===== src/rtl/fifo_sync_param.sv =====
// Parametrised synchronous FIFO with occupancy count, programmable
// almost-full/almost-empty thresholds, sticky overflow/underflow error flag
// and a registered read port with a one-cycle valid strobe.
module fifo_sync_param #(
    parameter int DATA_WIDTH = 10,
    parameter int ADDR_WIDTH = 3
) (
    input  logic                  clk,
    input  logic                  reset,
    input  logic                  push,
    input  logic                  pop,
    input  logic [DATA_WIDTH-1:0] data_in,
    input  logic [ADDR_WIDTH:0]   alto,
    input  logic [ADDR_WIDTH:0]   bajo,
    input  logic                  err_clr,
    output logic [DATA_WIDTH-1:0] data_out,
    output logic                  data_valid,
    output logic                  full_fifo,
    output logic                  empty_fifo,
    output logic                  almost_full_fifo,
    output logic                  almost_empty_fifo,
    output logic                  error,
    output logic [ADDR_WIDTH:0]   fill_count
);

    localparam int Depth = 1 << ADDR_WIDTH;
    localparam logic [ADDR_WIDTH:0] DepthC = {1'b1, {ADDR_WIDTH{1'b0}}};
    localparam logic [ADDR_WIDTH:0] OneC   = {{ADDR_WIDTH{1'b0}}, 1'b1};

    logic [DATA_WIDTH-1:0] mem_q [Depth];

    logic [ADDR_WIDTH-1:0] wrPtr_q, wrPtr_d;
    logic [ADDR_WIDTH-1:0] rdPtr_q, rdPtr_d;
    logic [ADDR_WIDTH:0]   count_q, count_d;
    logic [DATA_WIDTH-1:0] dataOut_q, dataOut_d;
    logic                  dataValid_q, dataValid_d;
    logic                  error_q, error_d;

    logic wrOk;
    logic rdOk;
    logic overflow;
    logic underflow;

    // Status flags are decoded straight from the count register so they
    // track the occupancy after each edge and follow threshold changes.
    always_comb begin
        full_fifo         = (count_q == DepthC);
        empty_fifo        = (count_q == '0);
        almost_full_fifo  = (count_q >= alto);
        almost_empty_fifo = (count_q <= bajo);
    end

    // Accept rules: a push into a full FIFO rides on a simultaneous pop,
    // while a pop from an empty FIFO is always rejected.
    always_comb begin
        wrOk      = push & (~full_fifo | pop);
        rdOk      = pop & ~empty_fifo;
        overflow  = push & full_fifo & ~pop;
        underflow = pop & empty_fifo;
    end

    // Next-state computation for pointers, occupancy, read port and error.
    always_comb begin
        wrPtr_d     = wrPtr_q;
        rdPtr_d     = rdPtr_q;
        count_d     = count_q;
        dataOut_d   = dataOut_q;
        dataValid_d = rdOk;
        error_d     = error_q;

        if (wrOk) begin
            wrPtr_d = wrPtr_q + 1'b1;
        end
        if (rdOk) begin
            rdPtr_d   = rdPtr_q + 1'b1;
            dataOut_d = mem_q[rdPtr_q];
        end

        case ({wrOk, rdOk})
            2'b10:   count_d = count_q + OneC;
            2'b01:   count_d = count_q - OneC;
            default: count_d = count_q;
        endcase

        if (overflow || underflow) begin
            error_d = 1'b1;
        end else if (err_clr) begin
            error_d = 1'b0;
        end
    end

    // Control state register; reset drops all contents immediately.
    always_ff @(posedge clk or posedge reset) begin
        if (reset) begin
            wrPtr_q     <= '0;
            rdPtr_q     <= '0;
            count_q     <= '0;
            dataOut_q   <= '0;
            dataValid_q <= 1'b0;
            error_q     <= 1'b0;
        end else begin
            wrPtr_q     <= wrPtr_d;
            rdPtr_q     <= rdPtr_d;
            count_q     <= count_d;
            dataOut_q   <= dataOut_d;
            dataValid_q <= dataValid_d;
            error_q     <= error_d;
        end
    end

    // Storage array is not reset; emptiness is tracked by the count alone.
    always_ff @(posedge clk) begin
        if (wrOk) begin
            mem_q[wrPtr_q] <= data_in;
        end
    end

    assign data_out   = dataOut_q;
    assign data_valid = dataValid_q;
    assign error      = error_q;
    assign fill_count = count_q;

endmodule


===== config.mk =====
export PLATFORM = sky130hd
export DESIGN_NAME = fifo_sync_param
export DESIGN_NICKNAME = d
export VERILOG_FILES = /design/src/rtl/fifo_sync_param.sv
export SDC_FILE = /design/constraint.sdc
export NUM_CORES = 1
export LEC_CHECK = 0
export ABC_AREA = 1
export ABC_CLOCK_PERIOD_IN_PS = 2400
export BUFFER_PORTS_ARGS = -buffer_cell sky130_fd_sc_hd__buf_2
export CORE_UTILIZATION = 35
export CTS_BUF_LIST = sky130_fd_sc_hd__clkbuf_4
export DETAILED_ROUTE_END_ITERATION = 16
export SKIP_CTS_REPAIR_TIMING = 1
export SYNTH_ARGS = -nofsm -noshare
export SYNTH_HDL_FRONTEND = slang
export SYNTH_SLANG_ARGS = --single-unit

===== constraint.sdc =====
create_clock -name clk -period 2.4 [get_ports clk]
set_input_delay 0.48 -clock clk [delete_from_list [all_inputs] [get_ports clk]]
set_output_delay 0.48 -clock clk [all_outputs]
set_load 0.02 [all_outputs]

==> results.yml <==
clocking:
  clock_sinks: 102
  tritoncts.num_buffers: 9
  post_cts_clock_slew_at_the_launch_and_capture_registers_of_the_worst_setup_and_hold_paths_ns: 0.18
  htreeDepth: 3
  buffer_cell_driving_the_clock_tree_root: "clkbuf_4"
  clk_latency_ns: 0.47
  max-clock-path-buffers: 2
  tritoncts_clock_tree: "done"
setup_path:
  timing.setup.critical_path_class: "reg2out"
  timing.critical_path.slowest_cell_delay_ns: 0.42
  critical_path.most_common_cell: "o21ai_0"
  worst_setup_path_start_kind: "register"
  cp_max_fo: 8
  worstPathCellList: "buf_4, ha_1, a21oi_2, o21ai_0, o21ai_0, buf_2"
  critical_path_arrival_ns: 1.82
  cell_with_the_largest_stage_delay_on_the_worst_path: "dfrtp_1"
  crit_required_ns: 1.92
  cp-end-kind: "output pin"
sta:
  finalMaxSlewViolations: 0
  layout_setup_ws_ns: 0.102
  setup-violations-final: 0
  worst_pin_slew_ns: 0.900
  clock.fmax_mhz: 435
  timing.slew.headroom: 0.397
  fin_worst_skew_ns: 0.0254
  timing_hold_violations_final: 0
  layout_worst_path_cycle_share: 0.958
  finalWorstPathRequiredPeriod_ns: 2.30
global_routing:
  grt_util_all_layers: 0.152
  grt_pass1_vias: 2797
  global_route.overflow_total: 0
  antenna_found_initial: 1
  first_pass_grt_wire_length_microns: 14700
  largest_net_degree_at_the_start_of_global_routing: 41
run_status:
  status: "finished, final reports clean"
synth:
  synth_warnings: 0
  synth.top_cells.by_area: "edfxtp_1, dfrtp_1, nor2_1"
  synth_area_per_cell_sq_um: 11.2
  synth.lib_cells_used.distinct: 31
  postSynth.topFlopCell: "edfxtp_1"
  netlist_area_sq_um: 4450
  post_synthesis_async_set_or_reset_flop_share: 0.216
  number_of_enable_type_register_cells_in_the_synthesized_netlist: 80
  synth_top_cell_by_area: "edfxtp_1"
  synth.top_cell.area_share: 0.539
  yosys.cell_count.top_type: "nor2_1"
  postSynthCellCount: 396
  synth_fp_nets: 432
  ys_top_cells_by_count: "nor2_1, edfxtp_1, nand2_1"
  ys_ff_latch: 102
  seq_area_frac_synth: 0.663
die:
  fp.dieW_microns: 115
  dieHeight_microns: 115
  placeable_core_area_sq_um: 12200
  rows: 40
  design.die.area_sq_um: 13200
  io_pins: 43
  initial_core_util: 0.365
pwr:
  powerDensity_nw_per_um2: 1150
  peakVddDrop_v: 0.000508
  cellLeakagePower_nw: 2.06
  power_mw: 5.85
route:
  avgRoutedWirePerCell_microns: 15.0
  dr.first_iter.drc_count: 130
  routed_via_density: 4.77
  antenna_left: 0
  detail_route.first_pass.iterations: 4
  drt_wl_total_microns: 9370
  detailroute.via_count: 2989
  drc_errors: 0
place:
  post-place-cells: 609
  port_buffers: 42
  routabilityCongestion: 0.775
  dp_slack_ns: 0.173
  hpwl_microns: 6130
final_layout:
  final_net_count: 489
  layout-drive-gt1-share: 0.210
  antenna-diode-count: 0
  layout.cells.non_filler: 626
  area_delta_synth_final_pct: 13.9
job:
  timing.max_cap.violations: 0
hold_path:
  worst_hold_path_type: "in2async"
==> layout by cell type (no fill, tap or decap) <==
cell type / instances
a21oi_1: 3
a21oi_2: 1
buf_2: 42
buf_4: 20
bufinv_16: 1
clkbuf_4: 9
clkinv_4: 1
clkinv_8: 1
clkinvlp_4: 1
dfrtp_1: 22
edfxtp_1: 80
ha_1: 12
ha_4: 1
inv_1: 25
inv_2: 2
inv_4: 1
inv_6: 2
inv_8: 1
nand2_1: 45
nand2_2: 1
nand3_1: 31
nand3_2: 4
nand4_1: 1
nand4_2: 1
nor2_1: 88
nor2_2: 5
nor2_8: 1
nor4_1: 1
o211ai_1: 1
o21ai_0: 42
o21ai_1: 4
o221ai_1: 1
or2_4: 1
xnor2_1: 2
xor2_1: 4
==> layer usage <==
layer / track usage / vias up / part of all wire
li1: - / 1462 / -
met1: 0.192 / 1436 / 0.47
met2: 0.257 / 71 / 0.48
met3: 0.0385 / 18 / 0.042
met4: 0.0494 / 2 / 0.015
met5: 0 / - / 0.0017
==> critical path, delay by kind of cell, from the launching register on <==
family | cells | cell delay (ns)
DFF | 1 | 0.42
buffers and inverters | 2 | 0.35
adders and majority gates | 1 | 0.31
AOI/OAI and AO/OA | 3 | 0.28
==> worst paths after layout <==
| check | cells past startpoint | to | slack [ns] | from |
|---|---|---|---|---|
| worst min register to register | 2 | data_out[0] | 0.50 | data_out[0] |
| max in group asynchronous | 3 | data_out[3] | 2.11 | reset |
| worst max-delay path | 6 | almost_empty_fifo | 0.10 | fill_count[1] |
| worst min-delay path | 3 | rdPtr_q[0] | 0.03 | reset |
| worst max register to register | 13 | fill_count[2] | 0.31 | fill_count[1] |
| min in group clk | 3 | error | 0.25 | pop |
==> report_power, final <==
part           internal, mW  switching, mW  leakage [nW]
Clock                 0.343          0.617        0.0818
Combinational         0.841           1.63         0.982
Sequential             2.27          0.141         0.993
==> final cells by class <==
type,count,area [sq um]
Fill cell,1192,7140
Sequential cell,102,2950
Multi-Input combinational cell,250,1280
Timing Repair Buffer,62,360
Tap cell,168,210
Inverter,28,108
Clock inverter,7,91.3
Clock buffer,9,67.6
==> per-stage QoR <==
stage	cell area [sq um]	setup TNS, ns	hold slack, ns	utilization
2_1_floorplan	4450	0	0.469	-
3_3_place_gp	4890	0	0.465	0.401
3_5_place_dp	4890	0	0.465	0.401
4_1_cts	5050	0	0.00620	0.414
5_1_grt	5070	-0.0215	0.0249	0.415
6_report	5070	0	0.0254	0.415
==> state kept, by name, indices dropped and copies added, names as in the netlist <==
signal      flops
rdPtr_q         3
data_valid      1
error           1
fill_count      4
mem_q          80
wrPtr_q         3
data_out       10
==> kinds of logic after synthesis <==
| kind of cell | count (synthesis) | share of synthesized area |
|---|---|---|
| AND/OR/NAND/NOR | 179 | 0.176 |
| AO/OA/AOI/OAI | 52 | 0.0598 |
| flip-flops | 102 | 0.663 |
| buffers and inverters | 44 | 0.0523 |
| XOR/XNOR | 6 | 0.0118 |
| adder cells (fa/ha/maj) | 13 | 0.0365 |
(Power assumes the default switching activity.)
